==> src/rtl/mux_s2m_if.sv <==
// AHB slave-to-master return-path bundle: muxed address phase in, per-slave
// responses in, selects and merged response out.
interface mux_s2m_if;
    localparam int unsigned ADDR_W = 32;
    localparam int unsigned DATA_W = 32;
    localparam int unsigned CNT_W  = 8;

    logic [ADDR_W-1:0] HADDR;
    logic [1:0]        HTRANS;
    logic              HSELx0;
    logic              HSELx1;
    logic [DATA_W-1:0] HRDATA0;
    logic [DATA_W-1:0] HRDATA1;
    logic              HREADYOUT0;
    logic              HREADYOUT1;
    logic [1:0]        HRESP0;
    logic [1:0]        HRESP1;
    logic [DATA_W-1:0] HRDATA;
    logic              HREADY;
    logic [1:0]        HRESP;
    logic [CNT_W-1:0]  ERR_CNT;

    // The mux itself sits on the slave side of this bundle.
    modport slave (
        input  HADDR, HTRANS,
        input  HRDATA0, HRDATA1, HREADYOUT0, HREADYOUT1, HRESP0, HRESP1,
        output HSELx0, HSELx1,
        output HRDATA, HREADY, HRESP, ERR_CNT
    );

    modport master (
        output HADDR, HTRANS,
        output HRDATA0, HRDATA1, HREADYOUT0, HREADYOUT1, HRESP0, HRESP1,
        input  HSELx0, HSELx1,
        input  HRDATA, HREADY, HRESP, ERR_CNT
    );
endinterface

==> src/rtl/mux_s2m.sv <==
// AHB return path: address decode, data-phase select register, response mux,
// built-in default slave (two-cycle ERROR) and saturating decode-error counter.
module mux_s2m #(
    parameter logic [31:0] S0_BASE = 32'h0000_0000,
    parameter logic [31:0] S0_MASK = 32'hF000_0000,
    parameter logic [31:0] S1_BASE = 32'h1000_0000,
    parameter logic [31:0] S1_MASK = 32'hF000_0000
) (
    input  logic       HCLK,
    input  logic       HRESETn,
    mux_s2m_if.slave   bus
);
    localparam int unsigned DATA_W = 32;
    localparam int unsigned CNT_W  = 8;

    localparam logic [1:0] RESP_OKAY  = 2'b00;
    localparam logic [1:0] RESP_ERROR = 2'b01;

    typedef enum logic [1:0] {
        DS_S0  = 2'd0,
        DS_S1  = 2'd1,
        DS_DEF = 2'd2
    } dsel_t;

    typedef enum logic [1:0] {
        ST_IDLE = 2'd0,
        ST_ERR1 = 2'd1,
        ST_ERR2 = 2'd2
    } dstate_t;

    logic              sel0_c;
    logic              sel1_c;
    logic              seldef_c;
    logic              active_c;
    logic              accept_c;
    dsel_t             dsel_nxt_c;
    dsel_t             dsel;
    dstate_t           state;
    logic              def_ready;
    logic [1:0]        def_resp;
    logic [CNT_W-1:0]  err_cnt;
    logic [DATA_W-1:0] hrdata_c;
    logic              hready_c;
    logic [1:0]        hresp_c;

    // Address decode, S0 wins on overlap; independent of HTRANS.
    assign sel0_c   = ((bus.HADDR & S0_MASK) == S0_BASE);
    assign sel1_c   = !sel0_c && ((bus.HADDR & S1_MASK) == S1_BASE);
    assign seldef_c = !sel0_c && !sel1_c;

    assign bus.HSELx0 = sel0_c;
    assign bus.HSELx1 = sel1_c;

    assign active_c = (bus.HTRANS == 2'b10) || (bus.HTRANS == 2'b11);
    assign accept_c = hready_c && seldef_c && active_c;

    always_comb begin
        dsel_nxt_c = DS_DEF;
        if (sel0_c)      dsel_nxt_c = DS_S0;
        else if (sel1_c) dsel_nxt_c = DS_S1;
    end

    // Response mux; combinational from dsel so the data phase adds no latency.
    always_comb begin
        hrdata_c = '0;
        hready_c = def_ready;
        hresp_c  = def_resp;
        case (dsel)
            DS_S0: begin
                hrdata_c = bus.HRDATA0;
                hready_c = bus.HREADYOUT0;
                hresp_c  = bus.HRESP0;
            end
            DS_S1: begin
                hrdata_c = bus.HRDATA1;
                hready_c = bus.HREADYOUT1;
                hresp_c  = bus.HRESP1;
            end
            default: ;
        endcase
    end

    assign bus.HRDATA  = hrdata_c;
    assign bus.HREADY  = hready_c;
    assign bus.HRESP   = hresp_c;
    assign bus.ERR_CNT = err_cnt;

    // Data-phase select only advances when the bus is not stalled.
    always_ff @(posedge HCLK or negedge HRESETn) begin
        if (!HRESETn)      dsel <= DS_DEF;
        else if (hready_c) dsel <= dsel_nxt_c;
    end

    // Default slave: ready/resp are registered alongside the state.
    always_ff @(posedge HCLK or negedge HRESETn) begin
        if (!HRESETn) begin
            state     <= ST_IDLE;
            def_ready <= 1'b1;
            def_resp  <= RESP_OKAY;
        end else begin
            case (state)
                ST_IDLE: begin
                    if (accept_c) begin
                        state     <= ST_ERR1;
                        def_ready <= 1'b0;
                        def_resp  <= RESP_ERROR;
                    end
                end
                ST_ERR1: begin
                    state     <= ST_ERR2;
                    def_ready <= 1'b1;
                    def_resp  <= RESP_ERROR;
                end
                ST_ERR2: begin
                    if (accept_c) begin
                        state     <= ST_ERR1;
                        def_ready <= 1'b0;
                        def_resp  <= RESP_ERROR;
                    end else begin
                        state     <= ST_IDLE;
                        def_ready <= 1'b1;
                        def_resp  <= RESP_OKAY;
                    end
                end
                default: begin
                    state     <= ST_IDLE;
                    def_ready <= 1'b1;
                    def_resp  <= RESP_OKAY;
                end
            endcase
        end
    end

    always_ff @(posedge HCLK or negedge HRESETn) begin
        if (!HRESETn)                             err_cnt <= '0;
        else if (accept_c && (err_cnt != '1))     err_cnt <= err_cnt + CNT_W'(1);
    end
endmodule

==> src/flat_wrapper.sv <==
// flat-port wrapper written by rule: the top's interface ports become plain ports
module mux_s2m_flat 
#(
    parameter logic [31:0] S0_BASE = 32'h0000_0000,
    parameter logic [31:0] S0_MASK = 32'hF000_0000,
    parameter logic [31:0] S1_BASE = 32'h1000_0000,
    parameter logic [31:0] S1_MASK = 32'hF000_0000
)
  (HCLK, HRESETn, bus_HADDR, bus_HTRANS, bus_HRDATA0, bus_HRDATA1, bus_HREADYOUT0, bus_HREADYOUT1, bus_HRESP0, bus_HRESP1, bus_HSELx0, bus_HSELx1, bus_HRDATA, bus_HREADY, bus_HRESP, bus_ERR_CNT);
  mux_s2m_if bus_i ();
  input  logic HCLK;
  input  logic HRESETn;
  input wire logic [$bits(bus_i.HADDR)-1:0] bus_HADDR;
  input wire logic [$bits(bus_i.HTRANS)-1:0] bus_HTRANS;
  input wire logic [$bits(bus_i.HRDATA0)-1:0] bus_HRDATA0;
  input wire logic [$bits(bus_i.HRDATA1)-1:0] bus_HRDATA1;
  input wire logic [$bits(bus_i.HREADYOUT0)-1:0] bus_HREADYOUT0;
  input wire logic [$bits(bus_i.HREADYOUT1)-1:0] bus_HREADYOUT1;
  input wire logic [$bits(bus_i.HRESP0)-1:0] bus_HRESP0;
  input wire logic [$bits(bus_i.HRESP1)-1:0] bus_HRESP1;
  output wire logic [$bits(bus_i.HSELx0)-1:0] bus_HSELx0;
  output wire logic [$bits(bus_i.HSELx1)-1:0] bus_HSELx1;
  output wire logic [$bits(bus_i.HRDATA)-1:0] bus_HRDATA;
  output wire logic [$bits(bus_i.HREADY)-1:0] bus_HREADY;
  output wire logic [$bits(bus_i.HRESP)-1:0] bus_HRESP;
  output wire logic [$bits(bus_i.ERR_CNT)-1:0] bus_ERR_CNT;
  assign bus_i.HADDR = bus_HADDR;
  assign bus_i.HTRANS = bus_HTRANS;
  assign bus_i.HRDATA0 = bus_HRDATA0;
  assign bus_i.HRDATA1 = bus_HRDATA1;
  assign bus_i.HREADYOUT0 = bus_HREADYOUT0;
  assign bus_i.HREADYOUT1 = bus_HREADYOUT1;
  assign bus_i.HRESP0 = bus_HRESP0;
  assign bus_i.HRESP1 = bus_HRESP1;
  assign bus_HSELx0 = bus_i.HSELx0;
  assign bus_HSELx1 = bus_i.HSELx1;
  assign bus_HRDATA = bus_i.HRDATA;
  assign bus_HREADY = bus_i.HREADY;
  assign bus_HRESP = bus_i.HRESP;
  assign bus_ERR_CNT = bus_i.ERR_CNT;
  mux_s2m #(.S0_BASE(S0_BASE), .S0_MASK(S0_MASK), .S1_BASE(S1_BASE), .S1_MASK(S1_MASK)) u_core (.HCLK(HCLK), .HRESETn(HRESETn), .bus(bus_i));
endmodule
==> config.mk <==
export PLATFORM = sky130hd
export DESIGN_NAME = mux_s2m_flat
export DESIGN_NICKNAME = d
export VERILOG_FILES = /design/src/rtl/mux_s2m_if.sv /design/src/rtl/mux_s2m.sv /design/src/flat_wrapper.sv
export SDC_FILE = /design/constraint.sdc
export NUM_CORES = 1
export LEC_CHECK = 0
export CAP_MARGIN = 30
export CORE_MARGIN = 3
export CORE_UTILIZATION = 23
export CTS_CLUSTER_DIAMETER = 80
export CTS_CLUSTER_SIZE = 28
export DETAILED_ROUTE_END_ITERATION = 10
export PLACE_DENSITY = 0.77
export SETUP_SLACK_MARGIN = 0.3
export SLEW_MARGIN = 10
export SYNTH_ARGS = -nofsm -noshare
export SYNTH_HDL_FRONTEND = slang
export SYNTH_SLANG_ARGS = --single-unit
==> constraint.sdc <==
create_clock -name HCLK -period 1.65 [get_ports HCLK]
set_input_delay 0.165 -clock HCLK [delete_from_list [all_inputs] [get_ports HCLK]]
set_output_delay 0.165 -clock HCLK [all_outputs]
set_load 0.02 [all_outputs]
# Yosys cells after proc, flatten, opt, wreduce, memory -nomap -nowiden
# Index checks and enable logic that the tools add are counted.
# classes
n_mux	12
add_sub_neg	1
reduce_logical	11
eq_ne	8
# op_table
op	n
$pmux W32 S2	1
$logic_not A32 Y1	1
$pmux W2 S3	2
$add A8 B1 Y8 const B	1
$ne A8 B8 Y1 const B	1
$eq A2 B2 Y1 const B	3
$mux W2	3
$logic_and A1 B1 Y1	5
$eq A2 B1 Y1 const B	2
$eq A4 B1 Y1 const B	1
$logic_not A2 Y1	2
$pmux W1 S2	2
$pmux W2 S2	1
$mux W1	3
$logic_not A1 Y1	2
$ne A2 B1 Y1 const B	1
$logic_or A1 B1 Y1	1
# totals
word_cells	37
in_bits	106
output_inout_bits	45
register_bits	15

# Logic depth before layout (Yosys ltp)
# logic_depth
ltp_word	9
ltp_mapped	5
ltp_nobuf	5

# Worst setup path before layout
# No wires, ideal clock.
# synth_path
path_type	register -> register
from	register u_core.dsel[0]
to	register u_core.err_cnt[6], in the netlist u_core.bus.ERR_CNT[6]
required_time_ps	1522
stages_incl_launch_ff	6
period_less_slack_ps	1591
setup_ps	128
arrival_ps	1464
slack_ps	59
path_buffers	1
path_cell_list	dfrtp_1 buf_6 mux2_4 o211ai_4 nor3_1 mux2_1
# synth_between
elab_chain_len	5
elab_cells_between_ends	6
classes_between	eq/ne (1); mux (1); reduce/logical (4)
# synth_lines
element	line	text
start: declaration	mux_s2m.sv:37	dsel_t dsel;
start signal: assignment	mux_s2m.sv:91	else if (hready_c) dsel <= dsel_nxt_c;
$eq A2 B1 Y1 / $logic_not A2 Y1 (equally long branches)	mux_s2m.sv:68	case (dsel)
$pmux W1 S2 *	mux_s2m.sv:68	
$logic_and A1 B1 Y1 * (2 in a row)	mux_s2m.sv:55	assign accept_c = hready_c && seldef_c && active_c;
$logic_and A1 B1 Y1 *	mux_s2m.sv:136	else if (accept_c && (err_cnt != '1)) err_cnt <= err_cnt + CNT_W'(1);
end signal: assignment	mux_s2m.sv:136	
end: declaration	mux_s2m.sv:41	logic [CNT_W-1:0] err_cnt;
# Every way passes the cells marked *; elsewhere a longest branch is shown, timed or not.
# A chain may end at the register's enable or synchronous reset.

# Worst setup path in the final report
# layout_path
from	register u_core.dsel[0]
to	register u_core.err_cnt[4], in the netlist u_core.bus.ERR_CNT[4]
# Same word-level chain as after synthesis.

==> impl_metrics.py <==
metrics = {
    "route": {
        "remaining_drc_errors": 0,
        "antenna_left": 0,
        "drt-initial-drc-count": 16,
        "routed_wl_mm": 4.83,
        "vias": 1520,
        "avgRoutedWirePerCell_um": 14.0,
        "dr.pass1.iters": 4,
        "vias_per_cell": 4.42,
    },
    "clock_network": {
        "cts_buffers": 3,
        "insertion_delay_ns": 0.25,
        "hold_buffers": 0,
        "htreeDepth": 1,
        "clock-sinks": 14,
        "cts_buffer_depth": 2,
        "cts_root_buf": "clkbuf_8",
        "cts_tree": "yes",
        "path_clk_slew_ns": 0.06,
    },
    "sta": {
        "setup_violations": 0,
        "period_share": 0.985,
        "tightest_slew_ns": 0.613,
        "fin_ws_ns": 0.0249,
        "skew_ns": 0.00297,
        "holdWs_ns": 0.302,
        "drv_slew": 0,
        "rsz0062_at_grt": "yes",
        "min_period_ns": 1.63,
        "max_freq_mhz": 615,
        "relSlewSlack": 0.590,
        "hold_viol": 0,
    },
    "power_and_ir_drop": {
        "p_leak_nw": 1.22,
        "power_density_mw_per_mm2": 324,
        "ir_drop_uv": 248,
    },
    "finish": {
        "stdcell_area_mm2": 0.00285,
        "drive_above_1_share": 0.350,
        "nNetsFinal": 385,
        "stdcell_count": 344,
        "n_antenna_cell": 0,
        "syn2layout_area_growth_pct": 143,
    },
    "place": {
        "hpwlAfterDp_mm": 3.62,
        "dp_slack_ns": -0.198,
        "portBuffers": 121,
        "dpl_cell_area_mm2": 0.00253,
        "gp_congestion": 0.779,
        "place_inst": 327,
    },
    "floorplan": {
        "initial_core_util": 0.243,
        "die_w_um": 77.4,
        "die_h_um": 77.4,
        "coreArea_mm2": 0.00482,
        "dieArea_mm2": 0.00598,
        "rows": 25,
        "io_pins": 151,
    },
    "yosys": {
        "ys_seq_elements": 14,
        "yosys_warnings": 0,
        "synthArstFlopShare": 1.00,
        "synth.most_common_cell": "nor2_1",
        "synth_edf_count": 0,
        "ys.flop_type": "dfrtp_1",
        "ys_seq_area_frac": 0.301,
        "netlist_top_cells_count": "38 x nor2_1, 34 x mux2i_1, 12 x dfrtp_1",
        "syn_nets": 241,
        "syn_inst": 134,
        "synth_top_area_share": 0.291,
        "synth.distinct_cells": 29,
        "synth_area_leaders": "mux2i_1 29%, dfrtp_1 26%, nor2_1 12%",
        "yosysTopAreaCell": "mux2i_1",
        "netlist_area_mm2": 0.00117,
        "syn_avg_cell_area_um2": 8.74,
    },
    "grt": {
        "antenna_found_initial": 0,
        "gr-usage-all-layers": 0.154,
        "overflow": 0,
        "grt_max_degree": 17,
        "grt_pass1_vias": 1546,
        "grt_pass1_wl_mm": 7.56,
    },
    "min_path": {
        "hold_class": "in2async",
    },
    "flow_run": {
        "maxCapViolations": 0,
    },
    "setup_path": {
        "worstSetupPathType": "reg2reg",
        "start_kind": "flop",
        "cp.required_ns": 1.78,
        "worstPathArrival_ns": 1.76,
        "setup.worst_path.end_class": "flop",
        "crit_fanout": 6,
    },
    "run_status": {
        "outcome": "finished clean",
    },
}
[flip-flops by register name, indices dropped and copies added, names as in the netlist]
name and flops:
u_core.bus.ERR_CNT 8, u_core.dsel 2, u_core.state 2, u_core.def_ready 1, u_core.def_resp 1
[worst max-delay path: stages (launching register included)]
cell,delay (ns)
dfrtp_2,0.45
mux2_4,0.35
o211ai_4,0.29
nor2_1,0.11
mux2_4,0.31
[layout by cell type, fill, tap and decap left out, types with 3 or more instances in the layout]
| master | n |
|---|---|
| buf_4 | 37 |
| xor2_1 | 5 |
| dfrtp_1 | 11 |
| clkdlybuf4s50_1 | 75 |
| nor2_1 | 31 |
| dlygate4sd2_1 | 12 |
| nor2_4 | 4 |
| mux2i_2 | 3 |
| nand2_1 | 3 |
| clkbuf_8 | 4 |
| mux2_4 | 4 |
| nor3_2 | 3 |
| buf_6 | 16 |
| nor2_2 | 4 |
| mux2i_1 | 29 |
[stage by stage]
stage          power, mW   util  TNS (ns)
2_1_floorplan      0.384      -         0
3_3_place_gp       0.576  0.525    -0.921
3_5_place_dp       0.581  0.525     -1.03
4_1_cts            0.918  0.557         0
5_1_grt            0.968  0.591   -0.0685
6_report           0.923  0.591         0
[layout make-up]
| cell class | instances | area [µm²] |
|---|---|---|
| Timing Repair Buffer | 147 | 1410 |
| Sequential cell | 14 | 354 |
| Clock buffer | 4 | 55.1 |
| Tap cell | 67 | 83.8 |
| Fill cell | 425 | 1970 |
| Multi-Input combinational cell | 112 | 942 |
[logic make-up after synthesis]
kind of cell,count (synthesis),share of synthesized area
buffers and inverters,8,0.0352
flip-flops,14,0.301
AND/OR/NAND/NOR,59,0.221
adder cells (fa/ha/maj),1,0.0107
AO/OA/AOI/OAI,9,0.0620
multiplexers,38,0.332
XOR/XNOR,5,0.0374
[final timing paths]
| path | start | slack, ns | end | cells after the start |
|---|---|---|---|---|
| min | HRESETn | 0.30 | u_core.bus.ERR_CNT[0] | 1 |
| min in group HCLK | u_core.state[0] | 0.51 | u_core.state[0] | 1 |
| max reg2reg | u_core.dsel[0] | 0.02 | u_core.bus.ERR_CNT[4] | 4 |
| min reg2reg | u_core.state[0] | 0.51 | u_core.state[0] | 1 |
| max in group asynchronous | HRESETn | 0.91 | u_core.dsel[0] | 1 |
| max | u_core.dsel[0] | 0.02 | u_core.bus.ERR_CNT[4] | 4 |
[repair_timing]
item / 4_1_cts / 5_1_grt
resized for setup: 184 / 53
buffers inserted: 8 / 4
cloned: 0 / 1
setup endpoints to repair: 56 / 48
pin swaps: 5 / 6
[report_power, final]
group | switching [mW] | leakage [nW] | internal [mW]
combinational | 0.0604 | 1.01 | 0.185
clock | 0.122 | 0.0288 | 0.211
sequential | 0 | 0.182 | 0.344
[routing by layer]
layer | vias up | GRT usage | wire length [µm]
met5 | - | 0 | 0
met4 | 0 | 0.0623 | 131
met3 | 11 | 0.0209 | 237
met2 | 56 | 0.269 | 2540
met1 | 698 | 0.192 | 1920
li1 | 755 | - | -
(Power assumes the default switching activity.)
